File: src/rtl/pill_taken_recorder.sv
// Debounces the three pill "taken" buttons and classifies each press as a valid dose or an early attempt.
// Also tracks saturating per-pill taken counts and sticky missed-dose flags.
module pill_taken_recorder #(
   parameter int         DEBOUNCE_CYCLES = 16,
   parameter logic [3:0] MONITOR_STATE   = 4'd3,
   parameter logic [3:0] CLEAR_STATE     = 4'd0
) (
   input  logic        clk,
   input  logic        reset,
   input  logic [3:0]  state,
   input  logic [2:0]  pillButton,
   input  logic [11:0] pill12And3Duration,
   input  logic        clearFlags,
   output logic [2:0]  signalFromPillTakenRecorder,
   output logic [2:0]  earlyAttempt,
   output logic [2:0]  missedDose,
   output logic [11:0] pill12And3TakenCount
);

   localparam int             CW       = $clog2(DEBOUNCE_CYCLES + 1);
   localparam logic [CW-1:0]  CNT_LAST = CW'(DEBOUNCE_CYCLES - 1);

   typedef enum logic [1:0] {RELEASED, ARMED, HELD} chan_state_t;

   chan_state_t [2:0]   cs;
   chan_state_t [2:0]   ns;
   logic [2:0][CW-1:0]  cnt;
   logic [2:0]          deb;
   logic [2:0]          commit;
   logic [2:0]          rise;
   logic [2:0]          fall;
   logic [2:0]          armed;
   logic [2:0]          due;
   logic [2:0]          take;
   logic [2:0]          early_set;
   logic [2:0]          miss_set;
   logic [2:0]          zero_prev;
   logic [2:0]          pulse;
   logic [2:0]          pulse_prev;
   logic [2:0]          early;
   logic [2:0]          missed;
   logic [11:0]         count;
   logic                monitoring;

   assign monitoring = (state == MONITOR_STATE);

   // commit is the cycle on which the debounced level will follow the raw level
   always_comb begin
      commit = '0;
      rise   = '0;
      fall   = '0;
      due    = '0;
      for (int i = 0; i < 3; i++) begin
         commit[i] = (pillButton[i] != deb[i]) && (cnt[i] == CNT_LAST);
         rise[i]   = commit[i] & pillButton[i];
         fall[i]   = commit[i] & ~pillButton[i];
         due[i]    = (pill12And3Duration[(2-i)*4 +: 4] == 4'd0);
      end
   end

   always_ff @(posedge clk) begin
      if (reset) begin
         deb <= '0;
         cnt <= '0;
      end else begin
         for (int i = 0; i < 3; i++) begin
            if (pillButton[i] != deb[i]) begin
               if (commit[i]) begin
                  deb[i] <= pillButton[i];
                  cnt[i] <= '0;
               end else begin
                  cnt[i] <= cnt[i] + 1'b1;
               end
            end else begin
               cnt[i] <= '0;
            end
         end
      end
   end

   always_ff @(posedge clk) begin
      if (reset) begin
         cs <= {RELEASED, RELEASED, RELEASED};
      end else begin
         cs <= ns;
      end
   end

   // ARMED is entered on the same edge the debounced level rises, so it is evaluated one cycle later
   always_comb begin
      ns = cs;
      for (int i = 0; i < 3; i++) begin
         case (cs[i])
            RELEASED: if (rise[i]) ns[i] = ARMED;
            ARMED:    ns[i] = fall[i] ? RELEASED : HELD;
            HELD:     if (fall[i]) ns[i] = RELEASED;
            default:  ns[i] = RELEASED;
         endcase
      end
   end

   always_comb begin
      armed = '0;
      for (int i = 0; i < 3; i++) begin
         armed[i] = (cs[i] == ARMED);
      end
   end

   assign take      = armed & {3{monitoring}} & due;
   assign early_set = armed & {3{monitoring}} & ~due;
   // a reload right after our own pulse is the monitor accepting the dose, not a miss
   assign miss_set  = {3{monitoring}} & zero_prev & ~due & ~pulse_prev;

   always_ff @(posedge clk) begin
      if (reset) begin
         pulse      <= '0;
         pulse_prev <= '0;
         zero_prev  <= '0;
         early      <= '0;
         missed     <= '0;
         count      <= '0;
      end else begin
         pulse      <= take;
         pulse_prev <= pulse;
         zero_prev  <= due;
         early      <= (early  & ~{3{clearFlags}}) | early_set;
         missed     <= (missed & ~{3{clearFlags}}) | miss_set;
         for (int i = 0; i < 3; i++) begin
            if (state == CLEAR_STATE) begin
               count[(2-i)*4 +: 4] <= 4'd0;
            end else if (take[i] && (count[(2-i)*4 +: 4] != 4'hF)) begin
               count[(2-i)*4 +: 4] <= count[(2-i)*4 +: 4] + 4'd1;
            end
         end
      end
   end

   assign signalFromPillTakenRecorder = pulse;
   assign earlyAttempt                = early;
   assign missedDose                  = missed;
   assign pill12And3TakenCount        = count;

endmodule

File: config.mk
export PLATFORM = sky130hd
export DESIGN_NAME = pill_taken_recorder
export DESIGN_NICKNAME = d
export VERILOG_FILES = /design/src/rtl/pill_taken_recorder.sv
export SDC_FILE = /design/constraint.sdc
export NUM_CORES = 1
export LEC_CHECK = 0
export ABC_AREA = 1
export BUFFER_PORTS_ARGS = -buffer_cell sky130_fd_sc_hd__buf_2
export CAP_MARGIN = 20
export CORE_ASPECT_RATIO = 0.7
export CORE_MARGIN = 2
export CORE_UTILIZATION = 43
export CTS_CLUSTER_DIAMETER = 150
export DETAILED_ROUTE_END_ITERATION = 10
export PLACE_DENSITY = 0.73
export SLEW_MARGIN = 30
export SYNTH_ARGS = -nofsm -noshare
export SYNTH_HDL_FRONTEND = slang
export SYNTH_SLANG_ARGS = --single-unit
File: constraint.sdc
create_clock -name clk -period 2.3 [get_ports clk]
set_input_delay 0.46 -clock clk [delete_from_list [all_inputs] [get_ports clk]]
set_output_delay 0.46 -clock clk [all_outputs]
set_load 0.05 [all_outputs]
# Word level (Yosys, flattened, before mapping)
# Index checks and enable logic that the tools add are counted.
classes:
  n_eq_ne: 22
  n_reduce_logical: 23
  addsub: 6
  bitwise: 25
  n_mux: 12
op_table:
  columns: ["cell", "n"]
  rows:
  - ["$and A3 B3 Y3", 8]
  - ["$mux W2", 9]
  - ["$pmux W2 S3", 3]
  - ["$logic_not A4 Y1", 4]
  - ["$add A5 B1 Y5 const B", 3]
  - ["$eq A5 B4 Y1 const B", 3]
  - ["$add A4 B1 Y4 const B", 3]
  - ["$ne A2 B2 Y1 const B", 6]
  - ["$ne A4 B4 Y1 const B", 3]
  - ["$reduce_and A2 Y1", 6]
  - ["$not A3 Y3", 3]
  - ["$reduce_or A3 Y1", 3]
  - ["$and A1 B1 Y1", 6]
  - ["$eq A2 B1 Y1 const B", 3]
  - ["$eq A2 B2 Y1 const B", 3]
  - ["$logic_and A1 B1 Y1", 6]
  - ["$logic_not A2 Y1", 3]
  - ["$not A1 Y1", 6]
  - ["$or A3 B3 Y3", 2]
  - ["$eq A4 B2 Y1 const B", 1]
  - ["$ne A1 B1 Y1", 3]
  - ["$reduce_or A2 Y1", 1]
totals:
  in_bits: 22
  regBits: 51
  out_inout_bits: 21

# Logic depth before layout (Yosys ltp)
# Gate-level depths: netlist of the first run.
logic_depth:
  word_depth: 5
  ltp_mapped: 9
  ltp_nobuf: 9

# Worst setup path after synthesis of the first run
# OpenSTA, ideal clock, no wires.
synth_path:
  kind: "reg-to-reg"
  startpoint: "register count[4] (netlist: pill12And3TakenCount[4])"
  endpoint: "register count[5] (netlist: pill12And3TakenCount[5])"
  slack_ns: 0.741
  period_less_slack_ns: 1.559
  arrival_time_ns: 1.443
  path_buffers: 0
  stages_incl_launch_ff: 9
  cell_sequence: "dfxtp_1 ha_1 nand3_1 inv_1 nor2_1 nand2_1 inv_1 nor2_1 nor2_1"
synth_via:
  elab_chain_len: 2
synth_rtl:
  columns: ["item", "line_no", "source"]
  rows:
  - ["start, declared", "42", "logic [11:0] count;"]
  - ["start signal, assigned by index", "132", "count[(2-i)*4 +: 4] <= count[(2-i)*4 +: 4] + 4'd1;"]
  - ["branches (longest 2 deep; another with $add A4 B1 Y4)", null, null]
# Several ways; the timed one is not identified.
# A chain may end at the register's enable or synchronous reset.

# Worst setup path in the final report of the first run
layout_path:
  startpoint: "register count[2] (netlist: pill12And3TakenCount[2])"
  endpoint: "output pill12And3TakenCount[2]"
layout_rtl:
  columns: ["item", "line_no", "source"]
  rows:
  - ["end, declared", "17", "output logic [11:0] pill12And3TakenCount"]
# No word-level cell between the ends.

==> run metrics, run 1 <==
Worst setup endpoint=pill12And3TakenCount[2]; CTS Buf Count=5; final non-filler cell area=about 2500 um2; Post-Syn Nets=310; Nets=357; setup bufs post-CTS=0; syn avg cell area=7.722 um2; share of cells above drive strength 1=0.1804; initial core utilization=0.4481; vias in the first global route=about 1,600; Initial DRC Count=114; n_diodes=0; DR pass1 iterations=4; MaxCap Viol Count=0; Clock Skews=between 7 and 8 ps; EDFF count, synth=0; Worst Tran Pin Value=346.6 ps; Skew-Pair Late Insertion Delay=around 310 ps; Area contributors post-synth=dfxtp_1 (47%), nand2_1 (8.0%), nor2_1 (7.5%); register area share after synthesis=0.4739; Hold Path Class=reg2reg; most frequent cells in the layout=dfxtp_1 (51), nand2_1 (46), nor2_1 (43); Mapped Area=between 2000 and 2500 um2; dpl hpwl=about 3.2 mm; crit-path max cell delay=460 ps; CP startpoint kind=flip-flop; Reg2Reg Setup Slack=just under 900 ps; IO Count=43; gr ovfl total=0; final hold slack=426.1 ps; Pwr Density=590.3 nW/um2; Post-Synthesis Cells=279; CTS tree=yes; chip width=about 89 um; antenna violations before repair=0; Reg2Reg Depth=7; core region area=4808 um2; RSZ-0062 raised after global routing=false; status=completed; Synth Register Bits=51; asr flop ratio synth=0; Reg-to-Reg Start=cnt[10]$_SDFF_PP0_; row count=21; CP Capture Type=output port; placed cell areas=2442 um2; Die Area=5602 um2; number of vias per cell=4.662; Buf/Inv on CP=1; first-pass GRT wire length=7.038 mm; wire per inst=between 10 and 15 um; H-Tree Depth=2; Crit Reg-Reg Endpoint=deb[2]$_SDFFE_PP0P_; minimum clock period=1538 ps; GRT Util Overall=0.1600; critical path's slowest cell=dfxtp_1; top cell type's share of synthesized area=0.4739; Primary FF master, synth=dfxtp_1; top cell type by total area after synthesis=dfxtp_1; Setup TNS=0 ps; final setup vio count=0; max_slew headroom=0.7690; fmax=approximately 650 MHz; DRC=0; CP required=1840 ps; clk sinks=~50; critical path, cell by cell=buf_2; # hold bufs at CTS=0; commonest non-fill, non-tap cell in the layout=dfxtp_1; Final Max Tran Viols=0; port bufs=42; Post-DRT Antenna Nets=0; crit share post-route=0.6686; drt total wl=4.148 mm; Lkg Pwr=0.001092 uW; Fill cells=468; # resized after CTS=0; WP depth=1; Final Core Density=0.5272; count of different cell masters after synthesis=24; CP Launch Point=pill12And3TakenCount[2]$_SDFFE_PP0P_; clock slew at reported path FFs=100 ps; CP top delay family=flip-flops; CTS root buf=clkbuf_8; via count=between 1,500 and 2,000; Peak VDD IR=0.0003064 V; CTS Buffer Depth=2; P&R area growth vs syn=17.65%; RePlAce Congestion=0.7845; final hold violation count=0; worst setup path class=reg2out; Arr. time, crit path=1080 ps; yosys warns=0; Max FO, Critical Path=6; die height=around 63 um; pin count of the biggest net entering global routing=20
[worst min-delay path by stage]
stage,start,endpoint,slack (ps),depth (start not counted)
after floorplan,cs[4]$_SDFFE_PP0P_,cs[4]$_SDFFE_PP0P_,400,1
after detailed placement,cs[2]$_SDFFE_PP0P_,cs[2]$_SDFFE_PP0P_,410,1
final,cs[2]$_SDFFE_PP0P_,cs[2]$_SDFFE_PP0P_,430,1
after CTS,pillButton[2],cs[4]$_SDFFE_PP0P_,420,3
after global placement,cs[2]$_SDFFE_PP0P_,cs[2]$_SDFFE_PP0P_,410,1
after global routing,pillButton[2],cs[4]$_SDFFE_PP0P_,430,3
[layer usage]
layer,track usage,vias up,wire length (um)
met1,0.2305,814,2143
met5,0,-,0
li1,-,999,-
met4,0.06250,0,78
met2,0.2274,27,1756
met3,0.04063,6,169
[where the power goes]
group	total [uW]	leakage, uW	internal (uW)	switching [uW]
logic	68.6	0.000640	25.3	43.3
registers	893	0.000412	888	4.83
clock network	535	0.0000408	218	316
[synthesized netlist by cell type (2+ instances only)]
library cell and number:
nor4_1 2, o21ai_0 3, nor2_1 43, inv_1 41
nor2_4 3, nor3b_1 2, inv_2 2, nand3_1 22
dfxtp_1 51, nand2_1 46, nor3_1 7, a21oi_1 22
nand4_1 12, ha_1 9, xor2_1 5
[state kept, by name, summed over array words and instances, names as in the netlist]
name and cells:
cnt 15, cs 6, deb 3, earlyAttempt 3, missedDose 3, pill12And3TakenCount 12, pulse_prev 3, signalFromPillTakenRecorder 3
zero_prev 3
[kinds of logic after synthesis]
kind of cell / share of synthesized area
buffers and inverters: 0.07898
adder cells (fa/ha/maj): 0.05227
AO/OA/AOI/OAI: 0.07143
AND/OR/NAND/NOR: 0.3031
flip-flops: 0.4739
XOR/XNOR: 0.02032
[through the flow]
| stage | total power [uW] | setup slack, ps | cells |
|---|---|---|---|
| after detailed placement | 982.7 | 814.8 | 388 |
| after global placement | 980.7 | 847.0 | 388 |
| final | 1496 | 762.3 | 396 |
| after floorplan | 952.7 | 741.1 | 279 |
| after global routing | 1561 | 657.3 | 396 |
| after CTS | 1514 | 765.1 | 396 |
[area by class of cell]
class / count / area, um2 / area share
Multi-Input combinational cell: 183 / 963.4 / 0.3801
Sequential cell: 51 / 1021 / 0.4028
Inverter: 43 / 161.4 / 0.06367
Tap cell: 69 / 86.33 / 0.03406
Clock buffer: 5 / 68.82 / 0.02715
Clock inverter: 3 / 23.77 / 0.009378
Timing Repair Buffer: 42 / 210.2 / 0.08292
Note: power is estimated with default switching activity, not from simulation.
==> inputs of run 2 (changes only) <==
Clock period 2.3 ns to 1.5 ns, I/O delays scaled along.
==> run 2 against run 1 <==
Net effect: clock skew fell by 2.5 ps; clock power rose by 59%; non-clock buffer count rose by 1; first-iteration DRC count fell by 25%; power rose by 56%; via count rose by 0.81%; critical endpoint is now cnt[7]$_SDFF_PP0_.
==> run metrics, run 2 (synthesized netlist as in run 1, its figures left out) <==
Arr. time, crit path=1630 ps; DR pass1 iterations=4; chip width=88.61 um; Lkg Pwr=0.001117 uW; H-Tree Depth=2; Max FO, Critical Path=5; Clock Skews=4.915 ps; CTS root buf=clkbuf_8; n_diodes=0; wire per inst=10.65 um; antenna violations before repair=0; DRC=0; minimum clock period=~1400 ps; port bufs=42; Peak VDD IR=0.0003996 V; gr ovfl total=0; worst setup margin=roughly 110 ps; Post-DRT Antenna Nets=0; final hold slack=270.6 ps; Skew-Pair Late Insertion Delay=300 ps; vias in the first global route=between 1,500 and 2,000; P&R area growth vs syn=19.40%; via count=1,861; Reg2Reg Setup Slack=110 ps; clock slew at reported path FFs=~90 ps; Buf/Inv on CP=1; final non-filler cell area=around 2600 um2; most frequent cells in the layout=nand2_1 (46), dfxtp_1 (45), nor2_1 (43); critical path, cell by cell=ha_1 > nand2_1 > nor2_1 > ha_1 > inv_1 > nand3_1 > nor3b_2; CP startpoint kind=flip-flop; CTS tree=yes; Reg with most FFs=cnt; IO Count=43; Reg2Reg Depth=7; row count=21; Pwr Density=just over 900 nW/um2; critical path's slowest cell=dfxtp_1; Hold Path End=cs[4]$_SDFFE_PP0P_; number of flip-flops in the largest register=15; final hold violation count=0; worst slack, placed=between 40 and 50 ps; status=completed; Crit Reg-Reg Endpoint=cnt[7]$_SDFF_PP0_; initial core utilization=0.4481; core region area=just under 5000 um2; # hold bufs at CTS=0; share of cells above drive strength 1=0.2073; crit-path max cell delay=340 ps; Die Area=5602 um2; MaxCap Viol Count=0; Final Max Tran Viols=0; dpl hpwl=~3.2 mm; die height=63.23 um; number of vias per cell=4.688; pin count of the biggest net entering global routing=18; clk sinks=51; fmax=717.6 MHz; commonest non-fill, non-tap cell in the layout=nand2_1; Worst Tran Pin Value=approximately 330 ps; Hold Path Class=in2reg; placed cell areas=between 2000 and 2500 um2; Nets=358; Reg-to-Reg Start=cnt[5]$_SDFF_PP0_; max_slew headroom=0.7831; CP required=1730 ps; CP Capture Type=flip-flop; final setup vio count=0; CTS Buffer Depth=2; RePlAce Congestion=0.8037; CTS Buf Count=5; CP top delay family=simple AND/OR/NAND/NOR gates; drt total wl=4.228 mm; Initial DRC Count=86; crit share post-route=0.9290; first-pass GRT wire length=~7 mm; worst setup path class=reg2reg; most used cell, CP=ha_1; hold path startpoint=pillButton[2]; GRT Util Overall=0.1647; Hold Crit Depth=3
[run 2: final cells by class]
| class | count | area [um2] |
|---|---|---|
| clock buffers | 8 | 100.1 |
| fillers | 485 | 2236 |
| inverters | 43 | 161.4 |
| multi-input cells | 183 | 978.4 |
| flip-flops and latches | 51 | 1028 |
| well taps | 69 | 86.33 |
| repair buffers | 43 | 217.7 |
[run 2: worst max path at each step]
stage,from,end,depth (start not counted)
6_report,cnt[5]$_SDFF_PP0_,cnt[7]$_SDFF_PP0_,7
5_1_grt,cnt[0]$_SDFF_PP0_,cnt[2]$_SDFF_PP0_,7
4_1_cts,cnt[0]$_SDFF_PP0_,cnt[2]$_SDFF_PP0_,7
3_5_place_dp,cnt[0]$_SDFF_PP0_,cnt[2]$_SDFF_PP0_,7
3_3_place_gp,cnt[10]$_SDFF_PP0_,cs[5]$_SDFFE_PP0P_,7
2_1_floorplan,pill12And3TakenCount[6]$_SDFFE_PP0P_,pill12And3TakenCount[5]$_SDFFE_PP0P_,7
[run 2: where the power goes]
| group | internal, uW | leakage [uW] | switching [uW] |
|---|---|---|---|
| sequential | 1360 | 0.000415 | 7.36 |
| clock | 421 | 0.0000515 | 429 |
| combinational | 41.3 | 0.000650 | 69.9 |
| total | 1820 | 0.00112 | 506 |
[run 2: tightest hold or removal path, delay by kind of cell]
kind,cells,cell delay (ps)
and+or+nand+nor,2,100
buffers and inverters,1,130
[run 2: layer usage]
metal | share of wire | GRT usage | vias to the layer above | wire (um)
li1 | - | - | 991 | -
met1 | 0.50 | 0.2170 | 834 | 2121
met2 | 0.43 | 0.2434 | 29 | 1823
met3 | 0.045 | 0.04456 | 7 | 190
met4 | 0.022 | 0.08902 | 0 | 92
met5 | 0 | 0 | - | 0
[run 2: per-stage QoR]
stage / setup TNS, ps / util / instances / power [uW]
floorplan: 0 / - / 279 / 1461
global placement: 0 / 0.5111 / 389 / 1509
detailed placement: 0 / 0.5111 / 389 / 1511
CTS: 0 / 0.5319 / 397 / 2354
global route: -73.45 / 0.5350 / 397 / 2427
finish: 0 / 0.5350 / 397 / 2330
[run 2: repair_timing]
item | CTS | global route
setup buffers | 0 | 0
setup endpoints to repair | 0 | 7
hold endpoints to repair | 0 | 0
resized for setup | 0 | 5
